==> config.mk <==
export PLATFORM = sky130hd
export DESIGN_NAME = uart_tx_ctrl
export DESIGN_NICKNAME = d
export VERILOG_FILES = /design/src/rtl/uart_tx_ctrl.sv
export SDC_FILE = /design/constraint.sdc
export NUM_CORES = 1
export LEC_CHECK = 0
export BUFFER_PORTS_ARGS = -buffer_cell sky130_fd_sc_hd__buf_2
export CORE_MARGIN = 2
export CORE_UTILIZATION = 51
export CTS_CLUSTER_DIAMETER = 80
export CTS_CLUSTER_SIZE = 40
export DETAILED_ROUTE_END_ITERATION = 10
export PLACE_DENSITY = 0.76
export SYNTH_ARGS = -nofsm -noshare
export SYNTH_HDL_FRONTEND = slang
export SYNTH_SLANG_ARGS = --single-unit
==> constraint.sdc <==
create_clock -name clk -period 2.6 [get_ports clk]
set_input_delay 0.39 -clock clk [delete_from_list [all_inputs] [get_ports clk]]
set_output_delay 0.39 -clock clk [all_outputs]
set_load 0.01 [all_outputs]
==> src/rtl/uart_tx_ctrl.sv <==
// UART transmit sequencer driving one external baud timer.
// Accepts a data word over valid/ready, restarts the timer at frame start, then
// shifts out start, data (LSB first), optional parity and stop bits, one bit per alarm.
//
// Ports:
//   clk, rst   clock, asynchronous active-high reset
//   tx_data    word to send            tx_valid  host offers tx_data
//   tx_ready   high only when idle     cfg_div   divisor N, bit period N+1 clocks
//   tim_cnt    timer compare value     tim_en    timer enable
//   tim_rst    timer synchronous clear tim_alarm timer alarm, one pulse per bit period
//   txd        serial line, idles high tx_done   one-cycle pulse at frame end
module uart_tx_ctrl #(
  parameter int unsigned DBITS  = 8,
  parameter int unsigned bbits  = 16,
  parameter int unsigned PARITY = 0,
  parameter int unsigned STOP   = 1
) (
  input  logic             clk,
  input  logic             rst,
  input  logic [DBITS-1:0] tx_data,
  input  logic             tx_valid,
  output logic             tx_ready,
  input  logic [bbits-1:0] cfg_div,
  output logic [bbits-1:0] tim_cnt,
  output logic             tim_en,
  output logic             tim_rst,
  input  logic             tim_alarm,
  output logic             txd,
  output logic             tx_done
);

  typedef enum logic [2:0] {StIdle, StStart, StData, StPar, StStop} state_e;

  localparam logic [3:0] LastIdx  = 4'(DBITS - 1);
  localparam logic [1:0] LastStop = 2'(STOP - 1);

  state_e           state_q, state_d;
  logic [DBITS-1:0] shift_q, shift_d;
  logic [3:0]       idx_q, idx_d;
  logic [1:0]       stop_q, stop_d;
  logic             par_q, par_d;
  logic             txd_q, txd_d;
  logic             done_q, done_d;
  logic [bbits-1:0] cnt_q, cnt_d;

  always_ff @(posedge clk or posedge rst) begin
    if (rst) begin
      state_q <= StIdle;
      shift_q <= '0;
      idx_q   <= '0;
      stop_q  <= '0;
      par_q   <= 1'b0;
      txd_q   <= 1'b1;
      done_q  <= 1'b0;
      cnt_q   <= '0;
    end else begin
      state_q <= state_d;
      shift_q <= shift_d;
      idx_q   <= idx_d;
      stop_q  <= stop_d;
      par_q   <= par_d;
      txd_q   <= txd_d;
      done_q  <= done_d;
      cnt_q   <= cnt_d;
    end
  end

  always_comb begin
    state_d = state_q;
    shift_d = shift_q;
    idx_d   = idx_q;
    stop_d  = stop_q;
    par_d   = par_q;
    cnt_d   = cnt_q;
    done_d  = 1'b0;
    txd_d   = 1'b1;

    unique case (state_q)
      StIdle: begin
        if (tx_valid) begin
          shift_d = tx_data;
          cnt_d   = cfg_div;
          par_d   = (PARITY == 2) ? ~(^tx_data) : ^tx_data;
          idx_d   = '0;
          stop_d  = '0;
          state_d = StStart;
        end
      end
      StStart: begin
        if (tim_alarm) state_d = StData;
      end
      StData: begin
        if (tim_alarm) begin
          shift_d = shift_q >> 1;
          idx_d   = idx_q + 4'd1;
          if (idx_q == LastIdx) state_d = (PARITY != 0) ? StPar : StStop;
        end
      end
      StPar: begin
        if (tim_alarm) state_d = StStop;
      end
      StStop: begin
        if (tim_alarm) begin
          if (stop_q == LastStop) begin
            state_d = StIdle;
            done_d  = 1'b1;
          end else begin
            stop_d = stop_q + 2'd1;
          end
        end
      end
      default: state_d = StIdle;
    endcase

    // Line level is registered from the next state so each bit appears one clock after its edge.
    unique case (state_d)
      StStart: txd_d = 1'b0;
      StData:  txd_d = shift_d[0];
      StPar:   txd_d = par_d;
      default: txd_d = 1'b1;
    endcase
  end

  assign tx_ready = (state_q == StIdle);
  assign tim_en   = (state_q != StIdle);
  // Clearing on every idle valid guarantees the timer starts from zero on the accept edge.
  assign tim_rst  = rst | ((state_q == StIdle) & tx_valid);
  assign tim_cnt  = cnt_q;
  assign txd      = txd_q;
  assign tx_done  = done_q;

endmodule

==> summary.md <==
| Metric | Value |
|---|---|
| GRT Util Overall | `a little under a fifth` |
| Yosys top cell area share | `52.4%` |
| Die X | `slightly above 60 um` |
| Row Count | `20` |
| Slew @ Worst Pin | `around 440 ps` |
| Clock Skews | `~5.9 ps` |
| Reg2Reg Depth | `5` |
| Drt wl/cell | `13.4 um` |
| Largest family of logic cells by synthesized area | `multiplexers` |
| Total Routed Length | `between 3000 and 4000 um` |
| Fin crit period | `2220 ps` |
| Synth Area in Compound Gates | `~9.9%` |
| Syn Area/Cell | `between 10 and 15 um2` |
| Seq/Total Area, Yosys | `~54%` |
| Critical Path RT | `~2200 ps` |
| Clock Latency Late Sink | `~340 ps` |
| DRT iter0 DRCs | `53` |
| Design Power | `2.16 mW` |
| Area Growth Syn to Fin | `18.4%` |
| Critical path type | `flop to output pin` |
| Cts repair resizes | `0` |
| # H-tree levels | `2` |
| Placed wire-length estimate | `roughly 2300 um` |
| CTS Buf Count | `5` |
| Pwr per Cell Area | `roughly 1100 mW/mm2` |
| Clk slew on worst S/H paths | `roughly 100 ps` |
| Critical Path Fanout Max | `33` |
| DR DRC count | `0` |
| Routed Antenna Nets | `0` |
| Synth cell types | `39` |
| Post-synthesis xor/xnor area fraction | `4.72%` |
| Final worst-path setup slack | `roughly 380 ps` |
| Number of global-route vias before repair | `~1200` |
| Post-synthesis mux area share | `between 10 and 15%` |
| Initial core utilization | `54.3%` |
| GRT overflow | `0` |
| Synth warnings | `0` |
| Core footprint | `0.00308 mm2` |
| Sink Count | `36` |
| Yosys reg bits | `36` |
| Placed Area | `just under 0.002 mm2` |
| RR Startpoint | `state_q[1]$_DFF_PP0_` |
| Post-Syn Instances | `133` |
| Via count | `approximately 1200` |
| Startpoint types | `flop` |
| Utilization after layout | `~64%` |
| Synth top cells by count | `dfrtp_1 (35), mux2_2 (18), inv_1 (11)` |
| Fin crit share | `85.4%` |
| Slowest cell on crit path | `dfrtp_1` |
| P_leak | `0.995 nW` |
| Final Cell Area | `0.00198 mm2` |
| Placer Congestion | `0.813` |
| Count leader, synth | `dfrtp_1` |
| Outcome | `completed` |
| Critical-path cell list | `nor4b_4 -> buf_4 -> or2_2 -> buf_2` |
| Setup crit end | `tim_rst` |
| Die area | `between 0.003 and 0.004 mm2` |
| First-pass GRT wire length | `approximately 4900 um` |
| Adder-cell share of the synthesized area | `~1.5%` |
| Largest net degree at the start of global routing | `34` |
| Fillers | `246` |
| Area leader, netlist | `dfrtp_1` |
| # IOs | `49` |
| Number of synthesized flops with an enable pin | `0` |
| Post-CTS setup buffer count | `0` |
| NumNets Final | `roughly 210` |
| Worst relative slew slack | `~70%` |
| Main flop type after synthesis | `dfrtp_1` |
| Post-synthesis net count | `around 160` |
| Mapped cell area | `around 0.0017 mm2` |
| Port buffer count | `48` |
| Root buf cell | `clkbuf_4` |
| Slew Viols, Final | `0` |
| Hold Vio Cnt, Final | `0` |
| RSZ-0062 raised after global routing | `no` |
| Layout cells sized above 1 | `a little under half` |
| Max_cap viols | `0` |
| Die height | `61.3 um` |
| Detailed Routing Iterations Pass 1 | `4` |
| Slowest cell delay on critical path | `510 ps` |
| CTS tree | `built` |
| Inserted Diodes | `0` |
| Ranking of synthesized cells by area | `dfrtp_1 (52%), mux2_2 (12%), xnor2_1 (3.7%)` |
| Initial antenna violation count | `0` |
| Worst EP arrival | `1830 ps` |
| Setup violations, final | `0` |
| Worst Setup End Kind | `output pin` |
| Async SR Flop Fraction | `100%` |
| Reg2reg setup slack | `a little under 900 ps` |
| Final setup TNS | `0 ps` |
| Vias/cell | `approximately 5.3` |
| Post-Place Setup Slack | `between 700 and 800 ps` |
| Cts hold-fix bufs | `0` |
| CTS Buffer Depth | `2` |
| Maximum VDD drop | `roughly 0.00061 V` |
| Critical path origin | `state_q[1]$_DFF_PP0_` |
| Simple-Gate Fraction of Synth Area | `between 10% and 20%` |
| Worst min path class | `primary input to async pin` |
| Critical R2R Capture | `txd$_DFF_PP1_` |
| Max frequency | `0.451 GHz` |
==> registers in the layout (all words and copies together), names as in the netlist <==
register  count
idx_q         4
par_q         1
shift_q       8
state_q       3
stop_q        2
tim_cnt      16
tx_done       1
txd           1
==> cells in the final DEF, fill, tap and decap left out, types with 3 or more instances in the layout <==
master    instances
dfrtp_1          35
clkbuf_4          5
buf_2            48
xnor2_1           7
nand2_1           5
and3b_1           3
nor2_1            8
inv_1            11
a222oi_1          6
mux2_2           18
==> report_power, final <==
group	total, mW	internal (mW)	switching [mW]
registers	0.970	0.806	0.164
logic	0.891	0.458	0.433
clock network	0.300	0.133	0.167
==> worst max-delay path, delay by kind of cell, from the launching register on <==
| family | cells | cell delay [ps] |
|---|---|---|
| simple gates | 2 | 490 |
| buf+inv | 2 | 480 |
| flops | 1 | 510 |
==> layer usage <==
metal	routed length, um	track usage [%]	up-vias
met5	0	0	-
met2	1570	28.9	37
li1	-	-	570
met1	1270	22.9	593
met4	53	11.5	0
met3	159	4.41	5
==> metrics by stage <==
step                      std cells  hold WS [ps]
after floorplan                 133           457
after global routing            228          87.2
after global placement          220           409
final                           228          58.6
after detailed placement        220           426
after CTS                       228          60.3
==> cells by family (layout without fill, tap and decap cells) <==
group,after synthesis,in the layout
AOI/OAI and AO/OA,20,20
xor gates and xnor gates,9,9
adders and majority gates,2,2
buffers and inverters,18,69
DFF,36,36
muxes,18,18
and+or+nand+nor,30,30
==> how the worst min path moves through the flow <==
stage,depth (start not counted),slack (ps),end,startpoint
final,2,60,tim_cnt[7]$_DFFE_PP0P_,rst
after global routing,2,90,tim_cnt[9]$_DFFE_PP0P_,rst
after CTS,2,60,tim_cnt[15]$_DFFE_PP0P_,rst
after detailed placement,2,430,tim_cnt[15]$_DFFE_PP0P_,rst
after global placement,2,410,tim_cnt[15]$_DFFE_PP0P_,rst
after floorplan,2,460,shift_q[1]$_DFFE_PP0P_,shift_q[1]$_DFFE_PP0P_
==> cell type report <==
cell class	count	area, um2	share of cell area, %
Clock buffer	8	58.8	2.97
Inverter	11	41.3	2.09
Multi-Input combinational cell	79	667	33.7
Sequential cell	36	902	45.6
Tap cell	44	55.1	2.78
Timing Repair Buffer	50	255	12.9
No activity file was read; power rests on OpenSTA's default activity.
